### src/rtl/ifetch_queue_pkg.sv
// ifetch_queue_pkg
//   Shared types and constants for the instruction-fetch front end.
//   WORD_BYTES and RESET_PC_DEFAULT are the values memory users agree on.
package ifetch_queue_pkg;

    localparam int          WORD_BYTES       = 4;
    localparam logic [31:0] RESET_PC_DEFAULT = 32'h0000_0000;

    // One queued instruction: fetched word plus the byte address it came from.
    typedef struct packed {
        logic [31:0] inst;
        logic [31:0] pc;
    } fetch_entry_t;

    // One stage of the read-latency tracker.
    typedef struct packed {
        logic        valid;
        logic [31:0] pc;
    } trk_entry_t;

    function automatic logic [31:0] word_align(input logic [31:0] addr);
        return addr & ~32'h0000_0003;
    endfunction

endpackage

### src/rtl/ifetch_queue_fifo.sv
// ifetch_fifo
//   Synchronous FIFO holding fetched {inst, pc} entries.
//   The head entry is read straight from the storage registers.
//   Flush has priority over push and pop in the same cycle.
// Ports
//   clk, rst_n   clock, asynchronous active-low reset
//   i_flush      empty the FIFO at this edge
//   i_push       write i_wdata (ignored when full)
//   i_wdata      entry to write
//   i_pop        drop the head entry (ignored when empty)
//   o_rdata      head entry
//   o_count      number of stored entries
//   o_full       o_count == DEPTH
//   o_empty      o_count == 0
module ifetch_fifo #(
    parameter int WIDTH = 64,
    parameter int DEPTH = 4
) (
    input  logic                         clk,
    input  logic                         rst_n,
    input  logic                         i_flush,
    input  logic                         i_push,
    input  logic [WIDTH-1:0]             i_wdata,
    input  logic                         i_pop,
    output logic [WIDTH-1:0]             o_rdata,
    output logic [$clog2(DEPTH):0]       o_count,
    output logic                         o_full,
    output logic                         o_empty
);

    localparam int AW = $clog2(DEPTH);
    localparam int CW = AW + 1;

    logic [WIDTH-1:0] r_mem [DEPTH];
    logic [AW-1:0]    r_wptr;
    logic [AW-1:0]    r_rptr;
    logic [CW-1:0]    r_count;
    logic             w_do_push;
    logic             w_do_pop;

    assign o_empty   = (r_count == '0);
    assign o_full    = (r_count == CW'(DEPTH));
    assign w_do_push = i_push && !o_full;
    assign w_do_pop  = i_pop && !o_empty;
    assign o_rdata   = r_mem[r_rptr];
    assign o_count   = r_count;

    always_ff @(posedge clk or negedge rst_n) begin
        if (!rst_n) begin
            r_wptr  <= '0;
            r_rptr  <= '0;
            r_count <= '0;
            for (int i = 0; i < DEPTH; i++) begin
                r_mem[i] <= '0;
            end
        end else if (i_flush) begin
            r_wptr  <= '0;
            r_rptr  <= '0;
            r_count <= '0;
        end else begin
            if (w_do_push) begin
                r_mem[r_wptr] <= i_wdata;
                r_wptr        <= r_wptr + AW'(1);
            end
            if (w_do_pop) begin
                r_rptr <= r_rptr + AW'(1);
            end
            r_count <= r_count + CW'(w_do_push) - CW'(w_do_pop);
        end
    end

endmodule

### src/rtl/ifetch_queue.sv
// ifetch_queue
//   Instruction-fetch front end for read port 0 of the simulation memory.
//   Issues sequential word addresses, tracks each request through the fixed
//   memory latency, queues returned words with their PCs and hands them
//   downstream over valid/ready. Issue is credit-limited so that every
//   in-flight request is guaranteed a queue slot. A redirect flushes the
//   tracker and queue and restarts fetch at the new PC.
// Ports
//   clk, rst_n       clock, asynchronous active-low reset
//   mem_raddr        registered word address to mem raddr0
//   mem_rdata        mem rdata0, MEM_LATENCY cycles after mem_raddr
//   redirect_valid   flush and restart at redirect_pc
//   redirect_pc      new fetch PC, bits [1:0] ignored
//   out_valid        queue head is valid
//   out_ready        consumer accepts the head
//   out_inst         head instruction word
//   out_pc           head instruction byte address
module ifetch_queue
    import ifetch_queue_pkg::*;
#(
    parameter logic [31:0] RESET_PC    = RESET_PC_DEFAULT,
    parameter int          MEM_LATENCY = 2,
    parameter int          QDEPTH      = 4
) (
    input  logic        clk,
    input  logic        rst_n,
    output logic [31:0] mem_raddr,
    input  logic [31:0] mem_rdata,
    input  logic        redirect_valid,
    input  logic [31:0] redirect_pc,
    output logic        out_valid,
    input  logic        out_ready,
    output logic [31:0] out_inst,
    output logic [31:0] out_pc
);

    localparam int QCW   = $clog2(QDEPTH) + 1;
    localparam int CNT_W = $clog2(QDEPTH + MEM_LATENCY + 1) + 1;

    logic [31:0]      r_fetch_pc;
    trk_entry_t       r_trk [MEM_LATENCY];
    logic [CNT_W-1:0] w_inflight;
    logic [QCW-1:0]   w_q_count;
    logic             w_q_full;
    logic             w_q_empty;
    logic             w_issue;
    logic             w_ret_valid;
    fetch_entry_t     w_ret_entry;
    fetch_entry_t     w_head;

    always_comb begin
        w_inflight = '0;
        for (int i = 0; i < MEM_LATENCY; i++) begin
            w_inflight = w_inflight + CNT_W'(r_trk[i].valid);
        end
    end

    // Counts are registered values, so a pop this cycle only frees its
    // credit once the FIFO count drops at the edge.
    assign w_issue = !redirect_valid && !w_q_full &&
                     ((w_inflight + CNT_W'(w_q_count)) < CNT_W'(QDEPTH));

    assign mem_raddr = r_fetch_pc;

    always_ff @(posedge clk or negedge rst_n) begin
        if (!rst_n) begin
            r_fetch_pc <= word_align(RESET_PC);
            for (int i = 0; i < MEM_LATENCY; i++) begin
                r_trk[i] <= '0;
            end
        end else if (redirect_valid) begin
            r_fetch_pc <= word_align(redirect_pc);
            for (int i = 0; i < MEM_LATENCY; i++) begin
                r_trk[i] <= '0;
            end
        end else begin
            if (w_issue) begin
                r_fetch_pc <= r_fetch_pc + 32'(WORD_BYTES);
            end
            r_trk[0].valid <= w_issue;
            r_trk[0].pc    <= w_issue ? r_fetch_pc : 32'h0;
            for (int i = 1; i < MEM_LATENCY; i++) begin
                r_trk[i] <= r_trk[i-1];
            end
        end
    end

    assign w_ret_valid      = r_trk[MEM_LATENCY-1].valid;
    assign w_ret_entry.inst = mem_rdata;
    assign w_ret_entry.pc   = r_trk[MEM_LATENCY-1].pc;

    // The flush also drops the response arriving in the redirect cycle.
    ifetch_fifo #(
        .WIDTH($bits(fetch_entry_t)),
        .DEPTH(QDEPTH)
    ) u_fifo (
        .clk     (clk),
        .rst_n   (rst_n),
        .i_flush (redirect_valid),
        .i_push  (w_ret_valid),
        .i_wdata (w_ret_entry),
        .i_pop   (out_valid && out_ready),
        .o_rdata (w_head),
        .o_count (w_q_count),
        .o_full  (w_q_full),
        .o_empty (w_q_empty)
    );

    assign out_valid = !w_q_empty;
    assign out_inst  = w_head.inst;
    assign out_pc    = w_head.pc;

endmodule

### config.mk
export PLATFORM = sky130hd
export DESIGN_NAME = ifetch_queue
export DESIGN_NICKNAME = d
export VERILOG_FILES = /design/src/rtl/ifetch_queue_pkg.sv /design/src/rtl/ifetch_queue_fifo.sv /design/src/rtl/ifetch_queue.sv
export SDC_FILE = /design/constraint.sdc
export NUM_CORES = 1
export LEC_CHECK = 0
export ABC_CLOCK_PERIOD_IN_PS = 3900
export BUFFER_PORTS_ARGS = -buffer_cell sky130_fd_sc_hd__buf_4
export CORE_MARGIN = 2
export CORE_UTILIZATION = 59
export DETAILED_ROUTE_END_ITERATION = 6
export PLACE_DENSITY_LB_ADDON = 0.05
export SLEW_MARGIN = 20
export SYNTH_ARGS = -nofsm -noshare
export SYNTH_HDL_FRONTEND = slang
export SYNTH_SLANG_ARGS = --single-unit
### constraint.sdc
create_clock -name clk -period 3.9 [get_ports clk]
set_clock_uncertainty 0.05 [all_clocks]
set_input_delay 0.39 -clock clk [delete_from_list [all_inputs] [get_ports clk]]
set_output_delay 0.39 -clock clk [all_outputs]
set_load 0.01 [all_outputs]
==> impl_metrics.py <==
metrics = {
    "run_status": {
        "outcome": "complete, no violations",
    },
    "sta": {
        "finalSetupViolations": 0,
        "slew_viol_final": 0,
        "rsz0062_at_grt": "false",
        "fmax_mhz": 344.8,
        "slew_headroom_pct": 28.18,
        "finalCritPeriodShare_pct": 74.37,
        "finalHoldViolations": 0,
        "period_minus_slack_ns": 2.900,
        "fin_ws_ns": 0.9997,
        "tightest_slew_ns": 1.077,
        "tns_ns": 0,
    },
    "setup_path": {
        "reg2reg_depth": 6,
        "endpoint_kind": "output pin",
        "criticalPathCategory": "reg -> out",
        "required_ns": 3.46,
        "r2r_end": "mem_raddr[29]",
        "cp_max_fo": 29,
        "rrSetupSlack_ns": 1.26,
        "cp-start-kind": "flop",
        "rr_startpoint": "u_fifo.o_count[0]",
        "arrival_ns": 2.46,
    },
    "synth": {
        "synth_top_family_by_area": "multiplexers",
        "yosys.area.top_type": "dfrtp_1",
        "synth-edff-count": 0,
        "yosys.area.top_type_share_pct": 58.30,
        "synthSimpleGateAreaFrac_pct": 5.434,
        "ys_top_cells_by_count": "dfrtp_1 (353), mux2_2 (231), mux4_2 (63)",
        "syn_inst": 997,
        "synth_cell_types": 45,
        "synthAdderAreaFrac_pct": 0.8754,
        "ys_seq_elements": 353,
        "async_reset_ff_share_pct": 100.0,
        "synth-main-ff-cell": "dfrtp_1",
        "yosys.area_share.xor_xnor_pct": 1.792,
        "yosys-top-cells-area": "dfrtp_1 (58%), mux2_2 (17%), mux4_2 (9.4%), mux2_1 (1.6%), nor2b_1 (1.4%)",
        "synth_most_common_cell": "dfrtp_1",
        "ys_seq_area_share_pct": 58.30,
        "ys_warn_count": 0,
        "muxShareOfSynthArea_pct": 28.30,
        "postSynthAreaPerCell_um2": 15.20,
        "synth_compound_area_share_pct": 3.130,
        "syn_area_um2": 15150,
    },
    "placed_design": {
        "hpwl_um": 18700,
        "place_ws_ns": 1.283,
        "portBuffers": 160,
        "gp_congestion": 0.8198,
    },
    "power": {
        "p_sw_share_pct": 27.27,
        "pwr-share-clk_pct": 31.6,
        "power_density_nw_per_um2": 615.1,
        "vdd_ir_drop_max_uv": 374.0,
        "p_seq_share_pct": 43.5,
        "intPower_w": 0.008026,
        "combPwrFrac_pct": 24.9,
        "power_switching_w": 0.003009,
        "p_leak_nw": 8.589,
    },
    "clock_tree": {
        "cts_buffer_depth": 3,
        "cts_tree": "done",
        "numCtsBuffers": 37,
        "cts_max_level": 2,
        "clk_pin_slew_ns": 0.06,
        "cts_sinks": 353,
        "clkLatencyLatePin_ns": 0.51,
        "clock-root-buffer": "clkbuf_16",
        "cts_setup_buffers": 0,
    },
    "grt": {
        "grt_usage_pct": 23.11,
        "overflow": 0,
        "first_global_vias": 9017,
        "grt_max_degree": 126,
        "antenna_found_initial": 0,
        "grt_pass1_wl_um": 48560,
    },
    "die": {
        "die_height_um": 164.2,
        "die-width_um": 164.2,
        "rows": 58,
        "start_util_pct": 60.17,
        "core_um2": 25180,
        "die-area_um2": 26980,
        "ios": 165,
    },
    "route": {
        "vias": 8644,
        "drt-total-wl_um": 30240,
        "routedWlPerCell_um": 19.98,
        "detail-route-antenna-nets": 0,
        "drt_iter0_drc": 448,
        "first_pass_iters": 4,
        "vias_per_cell": 5.709,
        "drc": 0,
    },
    "final_layout": {
        "diodes": 0,
        "nFillCells": 1768,
        "finalNetCount": 1235,
        "syn_to_final_growth_pct": 18.42,
        "drive_gt1_share_pct": 46.96,
    },
    "hold_path": {
        "hold_path_end": "mem_raddr[10]",
        "min_path_cells": 3,
        "hold_path.class": "in -> reg",
        "min_from": "redirect_pc[10]",
    },
    "flow_run": {
        "max-cap-violations": 0,
    },
}
-- worst max-delay path: stages, from the launching register on --
cell and delay [ns]:
dfrtp_4 0.82, buf_4 0.35, mux4_2 0.58, buf_4 0.17
-- power by group through the flow --
| stage | clock network [W] | logic, W | registers [W] |
|---|---|---|---|
| 6_report | 0.00349 | 0.00275 | 0.00480 |
| 5_1_grt | 0.00370 | 0.00298 | 0.00490 |
| 4_1_cts | 0.00356 | 0.00280 | 0.00480 |
| 3_5_place_dp | 0 | 0.00278 | 0.00486 |
| 3_3_place_gp | 0 | 0.00273 | 0.00484 |
| 2_1_floorplan | 0 | 0.00183 | 0.00465 |
-- routing by layer --
metal	GRT usage [%]	routed length, um	share of wire (%)
met1	35.24	14170	47
met2	35.01	14090	47
met3	3.586	1440	4.8
met4	6.340	548	1.8
met5	0	0	0
-- state kept, by name (all words and copies together), names as in the netlist --
signal	count
w_ret_valid	1
u_fifo.r_rptr	2
mem_raddr	30
u_fifo.r_mem	252
u_fifo.r_wptr	2
r_trk	63
u_fifo.o_count	3
-- placed cells by master, fill, tap and decap left out, types with 7 or more instances in the layout --
master and count:
dfrtp_1 351, mux2_2 231, buf_4 171, mux4_2 63
clkbuf_16 39, nand2_1 36, nor2b_1 33, and2_1 29
xnor2_1 22, mux2_1 22, o21ai_0 15, o21ai_1 13
inv_1 12, nor2_1 11, nand3_1 10, clkinv_2 10
xor2_1 9, ha_1 9, nand4_1 8, a211oi_2 7
-- cell families after synthesis --
kind of cell,after synthesis
flops,353
other cells,1
xor+xnor,31
compound gates,61
fa+ha+maj,10
simple gates,152
buf+inv,71
mux,318
-- per-stage QoR --
step	area [um^2]	utilization, %	power, W	hold slack (ns)	std cells
after floorplan	15160	-	0.006473	0.04441	999
final	17940	71.25	0.01104	0.02908	1514
after global routing	17940	71.25	0.01158	0.02343	1514
after CTS	17940	71.25	0.01117	0.01500	1514
after detailed placement	16720	66.38	0.007644	0.3980	1447
after global placement	16720	66.38	0.007571	0.3933	1447
-- what timing repair did --
item	4_1_cts	5_1_grt
gates resized for setup	0	0
hold endpoints to repair	74	0
setup endpoints to repair	0	0
hold buffers	1	0
-- cell type report --
| cell class | instances | area [um^2] | area share [%] |
|---|---|---|---|
| multi-input combinational | 575 | 6021 | 33.56 |
| tap | 330 | 412.9 | 2.301 |
| timing repair buffer | 178 | 1409 | 7.853 |
| inverter | 12 | 45.04 | 0.2511 |
| sequential | 353 | 8838 | 49.26 |
| clock buffer | 51 | 1081 | 6.026 |
| clock inverter | 15 | 133.9 | 0.7462 |
-- worst max-delay path by stage --
stage	start	slack, ns	end
2_1_floorplan	u_fifo.o_count[0]	1.67	u_fifo.o_count[2]
3_3_place_gp	u_fifo.o_count[0]	1.33	mem_raddr[29]
3_5_place_dp	u_fifo.o_count[2]	1.28	u_fifo.r_mem[255]
4_1_cts	u_fifo.r_rptr[0]	0.93	out_pc[23]
5_1_grt	u_fifo.r_rptr[0]	0.86	out_pc[24]
6_report	u_fifo.r_rptr[0]	1.0	out_pc[23]
Note: power is estimated with default switching activity, not from simulation.
